**config.mk**
```make
export PLATFORM = sky130hd
export DESIGN_NAME = pipeline_hazard_ctrl
export DESIGN_NICKNAME = d
export VERILOG_FILES = /design/src/rtl/pipeline_hazard_ctrl.sv
export SDC_FILE = /design/constraint.sdc
export NUM_CORES = 1
export LEC_CHECK = 0
export ABC_AREA = 1
export CAP_MARGIN = 10
export CORE_ASPECT_RATIO = 0.9
export CORE_UTILIZATION = 40
export DETAILED_ROUTE_END_ITERATION = 12
export GPL_TIMING_DRIVEN = 1
export PLACE_DENSITY = 0.7
export SLEW_MARGIN = 0
export SYNTH_ARGS = -nofsm -noshare
export SYNTH_HDL_FRONTEND = slang
export SYNTH_SLANG_ARGS = --single-unit
export TNS_END_PERCENT = 50
```
**constraint.sdc**
```tcl
create_clock -name clk -period 2.18 [get_ports clk]
set_clock_uncertainty 0.15 [all_clocks]
set_input_delay 0.545 -clock clk [delete_from_list [all_inputs] [get_ports clk]]
set_output_delay 0.545 -clock clk [all_outputs]
set_load 0.01 [all_outputs]
```
**src/rtl/pipeline_hazard_ctrl.sv**
```systemverilog
// -----------------------------------------------------------------------------
// pipeline_hazard_ctrl
//
// Hazard and forwarding controller for a 5-stage pipeline whose EX stage
// contains a multi-cycle multiplier.
//
//   * Forwarding: fw_sel_a / fw_sel_b pick the EX operand source
//       2'b10 = EX/MEM result, 2'b01 = MEM/WB value, 2'b00 = register file.
//   * Load-use: a load in EX whose rd feeds the instruction in ID stalls
//     PC and IF/ID for one cycle and injects a bubble into ID/EX.
//   * Multiply: a multiply in EX occupies EX for MULT_LAT cycles. The first
//     MULT_LAT-1 of them hold PC, IF/ID and ID/EX and bubble EX/MEM. In the
//     last one the result advances to EX/MEM.
//   * stall_count: saturating count of cycles with stall_pc asserted.
//
// Ports
//   clk, rst                  clock, synchronous active-high reset
//   id_rs1, id_rs2            source registers of the instruction in ID
//   ex_valid, ex_rs1, ex_rs2,
//   ex_rd, ex_mem_read,
//   ex_is_mult                description of the instruction in EX
//   mem_rd, mem_reg_write     destination in the EX/MEM register
//   wb_rd, wb_reg_write       destination in the MEM/WB register
//   fw_sel_a, fw_sel_b        forwarding selects
//   stall_pc, stall_ifid      hold PC / IF-ID
//   hold_idex                 hold ID/EX while a multiply is in progress
//   bubble_idex, bubble_exmem load zeroed controls into ID/EX / EX/MEM
//   mult_start                one-cycle pulse: multiplier latches operands
//   mult_busy                 multiplier occupies EX
//   stall_count               saturating stall-cycle counter
// -----------------------------------------------------------------------------
module pipeline_hazard_ctrl #(
    parameter int REG_ADDR_W = 5,
    parameter int MULT_LAT   = 2,
    parameter int CNT_W      = 32
) (
    input  logic                  clk,
    input  logic                  rst,
    input  logic [REG_ADDR_W-1:0] id_rs1,
    input  logic [REG_ADDR_W-1:0] id_rs2,
    input  logic                  ex_valid,
    input  logic [REG_ADDR_W-1:0] ex_rs1,
    input  logic [REG_ADDR_W-1:0] ex_rs2,
    input  logic [REG_ADDR_W-1:0] ex_rd,
    input  logic                  ex_mem_read,
    input  logic                  ex_is_mult,
    input  logic [REG_ADDR_W-1:0] mem_rd,
    input  logic                  mem_reg_write,
    input  logic [REG_ADDR_W-1:0] wb_rd,
    input  logic                  wb_reg_write,
    output logic [1:0]            fw_sel_a,
    output logic [1:0]            fw_sel_b,
    output logic                  stall_pc,
    output logic                  stall_ifid,
    output logic                  hold_idex,
    output logic                  bubble_idex,
    output logic                  bubble_exmem,
    output logic                  mult_start,
    output logic                  mult_busy,
    output logic [CNT_W-1:0]      stall_count
);

    localparam int CW        = $clog2(MULT_LAT) + 1;
    // The entry cycle itself is the first stall cycle, so the wait counter
    // starts two below the latency (only meaningful when MULT_LAT > 1).
    localparam int WAIT_INIT = (MULT_LAT > 1) ? (MULT_LAT - 2) : 0;

    typedef enum logic {
        RUN,
        MUL_WAIT
    } state_t;

    state_t           state_reg, state_next;
    logic [CW-1:0]    cnt_reg, cnt_next;
    logic [CNT_W-1:0] stall_count_reg;

    // -------------------------------------------------------------------------
    // Forwarding: one identical select per EX operand.
    // -------------------------------------------------------------------------
    logic [REG_ADDR_W-1:0] ex_src [2];
    logic [1:0]            fw_sel [2];

    assign ex_src[0] = ex_rs1;
    assign ex_src[1] = ex_rs2;

    generate
        for (genvar gi = 0; gi < 2; gi++) begin : g_fwd
            logic hit_mem;
            logic hit_wb;
            // x0 is hard-wired zero, so a write to it must never be forwarded.
            assign hit_mem = mem_reg_write && (mem_rd != '0) && (mem_rd == ex_src[gi]);
            assign hit_wb  = wb_reg_write  && (wb_rd  != '0) && (wb_rd  == ex_src[gi]);
            // EX/MEM holds the younger value and wins over MEM/WB.
            assign fw_sel[gi] = hit_mem ? 2'b10 :
                                hit_wb  ? 2'b01 : 2'b00;
        end
    endgenerate

    assign fw_sel_a = fw_sel[0];
    assign fw_sel_b = fw_sel[1];

    // -------------------------------------------------------------------------
    // Hazard detection
    // -------------------------------------------------------------------------
    logic mult_in_ex;
    logic mult_entry;
    logic load_use;

    assign mult_in_ex = ex_valid && ex_is_mult;
    assign mult_entry = mult_in_ex && (MULT_LAT > 1);
    assign load_use   = ex_valid && ex_mem_read && (ex_rd != '0) &&
                        ((ex_rd == id_rs1) || (ex_rd == id_rs2));

    // -------------------------------------------------------------------------
    // Next-state and output logic
    // -------------------------------------------------------------------------
    always_comb begin
        state_next   = state_reg;
        cnt_next     = cnt_reg;
        stall_pc     = 1'b0;
        stall_ifid   = 1'b0;
        hold_idex    = 1'b0;
        bubble_idex  = 1'b0;
        bubble_exmem = 1'b0;
        mult_start   = 1'b0;
        mult_busy    = 1'b0;

        case (state_reg)
            RUN: begin
                if (mult_entry) begin
                    mult_start   = 1'b1;
                    mult_busy    = 1'b1;
                    stall_pc     = 1'b1;
                    stall_ifid   = 1'b1;
                    hold_idex    = 1'b1;
                    bubble_exmem = 1'b1;
                    cnt_next     = CW'(WAIT_INIT);
                    state_next   = MUL_WAIT;
                end else begin
                    // Single-cycle multiplier: just latch operands, no stall.
                    mult_start = mult_in_ex;
                    if (load_use) begin
                        // The bubble clears the hazard, so this lasts one cycle.
                        stall_pc    = 1'b1;
                        stall_ifid  = 1'b1;
                        bubble_idex = 1'b1;
                    end
                end
            end

            MUL_WAIT: begin
                mult_busy = 1'b1;
                if (cnt_reg != '0) begin
                    stall_pc     = 1'b1;
                    stall_ifid   = 1'b1;
                    hold_idex    = 1'b1;
                    bubble_exmem = 1'b1;
                    cnt_next     = cnt_reg - CW'(1);
                end else begin
                    // Last occupied cycle: EX advances, so the instruction
                    // behind the multiply is not re-detected as a multiply.
                    state_next = RUN;
                end
            end

            default: begin
                state_next = RUN;
                cnt_next   = '0;
            end
        endcase
    end

    // -------------------------------------------------------------------------
    // State registers
    // -------------------------------------------------------------------------
    always_ff @(posedge clk) begin
        if (rst) begin
            state_reg       <= RUN;
            cnt_reg         <= '0;
            stall_count_reg <= '0;
        end else begin
            state_reg <= state_next;
            cnt_reg   <= cnt_next;
            if (stall_pc && (stall_count_reg != {CNT_W{1'b1}})) begin
                stall_count_reg <= stall_count_reg + CNT_W'(1);
            end
        end
    end

    assign stall_count = stall_count_reg;

endmodule

```
==> results.json <==
{
  "num_io_pins": 85,
  "clk_latency_ns": 0.28,
  "crit_family": "buffers and inverters",
  "crit_path_end_kind": "output pin",
  "nNetsFinal": 597,
  "hold_depth": 1,
  "slowest_delay_ns": 0.25,
  "min-delay-start": "cnt_reg[0]$_SDFFE_PP0P_",
  "multi_input_area_um2": 1900,
  "regArea_um2": 702,
  "maxCapViolCount": 0,
  "ctsHtreeMaxLevel": 2,
  "die_area_um2": 7170,
  "reg2regPathDepth": 10,
  "violations": "setup timing",
  "syn_area_um2": 2740,
  "start_util": 0.415,
  "hpwl_um": 6260,
  "antenna_found_initial": 0,
  "gp_congestion": 0.939,
  "placementRows": 28,
  "critPathLaunch": "mem_rd[0]",
  "coreArea_um2": 6590,
  "first_iter_violations": 216,
  "setup_viol": 3,
  "port_buffers": 84,
  "slew_violations": 0,
  "period_minus_slack_ns": 2.27,
  "syn_nets": 489,
  "grt_max_degree": 39,
  "slowest_stage": "or2_4",
  "ir_worst_vdd_mv": 0.205,
  "synth.distinct_cells": 27,
  "wl_per_cell_um": 12.5,
  "drt_wl_total_um": 8030,
  "rsz0062_at_grt": "true",
  "power.total_mw": 1.37,
  "path_clk_slew_ns": 0.07,
  "cts_tree": "done",
  "numCtsBuffers": 5,
  "final_util": 0.592,
  "final-instance-count-excl-fill": 644,
  "drcViolationCount": 0,
  "worstPathRequired_ns": 1.48,
  "yosys_warnings": 0,
  "area_growth_pct": 42.5,
  "antenna_cells": 0,
  "via_per_inst": 4.81,
  "overflow": 0,
  "path_cells": "buf_6 -> or2_4 -> o41ai_4 -> buf_4 -> nor3_2 -> buf_4 -> buf_6",
  "cts_root_buffer": "clkbuf_8",
  "num_vias": 3099,
  "largest_reg_flops": 32,
  "leakage_nw": 1.57,
  "syn_inst": 445,
  "n_fill_cell": 651,
  "path_depth": 7,
  "path_buf_inv": 4,
  "die_x_um": 89.2,
  "relSlewSlack": 0.737,
  "worst_slack_ns": -0.0943,
  "yosysSeqAreaShare": 0.256,
  "worstSetupStartpointType": "input pin",
  "synth_area_per_cell_um2": 6.15,
  "hold_path_class": "reg2reg",
  "outcome": "finished with violations",
  "worstMarginPinSlew_ns": 0.394,
  "grt_pass1_wl_um": 13100,
  "grt_pass1_vias": 2828,
  "die_h_um": 80.5,
  "ys_seq_elements": 35,
  "critPathMaxFanout": 2,
  "hold_viol": 0,
  "placedCellCount": 635,
  "finalCritPeriodShare": 1.04,
  "critPathKind": "in2out",
  "grt_usage": 0.236,
  "cts.sinks": 35,
  "crit-reg2reg-launch": "stall_count[0]$_SDFFE_PP0P_",
  "max_freq_mhz": 440,
  "postRouteAntennaNets": 0,
  "powerDensity_nw_per_um2": 352,
  "drive_gt1_frac": 0.215,
  "dr.pass1.iters": 4,
  "cp_data_arrival_time_ns": 1.58,
  "cts.path.max_buffers": 2
}
-- final cells by class --
class | instances | share of cell area
timing repair buffer | 117 | 0.250
clock buffer | 7 | 0.0196
tap | 90 | 0.0289
multi-input combinational | 360 | 0.488
sequential | 35 | 0.180
inverter | 34 | 0.0328
clock inverter | 1 | 0.00128
-- cells by family (layout without fill, tap and decap cells) --
group / Yosys count / count (layout) / share of synthesized area
XOR/XNOR: 37 / 37 / 0.118
AO/OA/AOI/OAI: 35 / 35 / 0.0659
flip-flops: 35 / 35 / 0.256
adder cells (fa/ha/maj): 2 / 2 / 0.00915
AND/OR/NAND/NOR: 286 / 286 / 0.464
buffers and inverters: 50 / 159 / 0.0865
-- metrics by stage --
step                worst slack (ns)  hold WS [ns]  TNS, ns  cell area [um2]
floorplan                     0.0310         0.276        0             2740
global placement              -0.923         0.285   -22.06             3840
detailed placement            -0.899         0.300   -23.73             3840
CTS                           -0.121         0.312   -0.328             3920
global route                  -0.134         0.309   -0.412             3900
finish                       -0.0943         0.281   -0.217             3900
-- timing repair --
action	in CTS	in global routing
gates resized for setup	132	37
buffers inserted	0	1
hold buffers	0	0
endpoints found under the setup margin	43	35
hold endpoints to repair	0	0
pin swaps	31	29
-- final timing paths --
check	to	slack, ns
setup reg to reg	stall_count[4]$_SDFFE_PP0P_	0.24
setup / recovery	fw_sel_b[1]	-0.09
hold / removal	cnt_reg[0]$_SDFFE_PP0P_	0.28
hold reg to reg	cnt_reg[0]$_SDFFE_PP0P_	0.28
-- power by group --
group / total (mW) / leakage (nW) / switching (mW) / internal, mW
clock: 0.456 / 0.0422 / 0.231 / 0.224
sequential: 0.644 / 0.283 / 0.00228 / 0.642
combinational: 0.273 / 1.24 / 0.138 / 0.135
total: 1.37 / 1.57 / 0.372 / 1.00
-- synthesized netlist by cell type --
cell type / count / area share
a21oi_1: 32 / 0.059
buf_2: 3 / 0.0055
buf_4: 8 / 0.022
buf_6: 2 / 0.0082
clkbuf_1: 3 / 0.0041
dfxtp_1: 35 / 0.26
ha_1: 2 / 0.0091
inv_1: 28 / 0.038
inv_2: 6 / 0.0082
nand2_1: 143 / 0.20
nand2_2: 4 / 0.0091
nand2_4: 2 / 0.0082
nand3_1: 33 / 0.060
nand3_2: 2 / 0.0073
nand3_4: 1 / 0.0064
nand3b_1: 9 / 0.025
nand4_1: 8 / 0.018
nor2_1: 68 / 0.093
nor2_2: 7 / 0.016
nor2_4: 3 / 0.012
nor3_1: 5 / 0.0091
o21ai_0: 1 / 0.0018
o22ai_1: 1 / 0.0023
o41ai_1: 1 / 0.0032
or2_2: 1 / 0.0023
xnor2_1: 22 / 0.070
xor2_1: 15 / 0.048
-- per-layer routing --
metal | wire, um | GRT usage
met1 | 3710 | 0.322
met5 | 0 | 0
met4 | 46 | 0.0460
met3 | 469 | 0.0370
met2 | 3800 | 0.392
-- cells in the final DEF (no fill, tap or decap), types with 10 or more instances in the layout --
| master | n |
|---|---|
| buf_4 | 33 |
| clkbuf_2 | 11 |
| nor2_2 | 10 |
| dlygate4sd2_1 | 12 |
| buf_2 | 14 |
| nand3_1 | 33 |
| nand2_1 | 138 |
| dfxtp_1 | 34 |
| clkdlybuf4s50_1 | 34 |
| xnor2_1 | 18 |
| xor2_1 | 15 |
| a21oi_1 | 31 |
| inv_1 | 27 |
| nor2_1 | 64 |
Power figures use the tool's default switching activity.
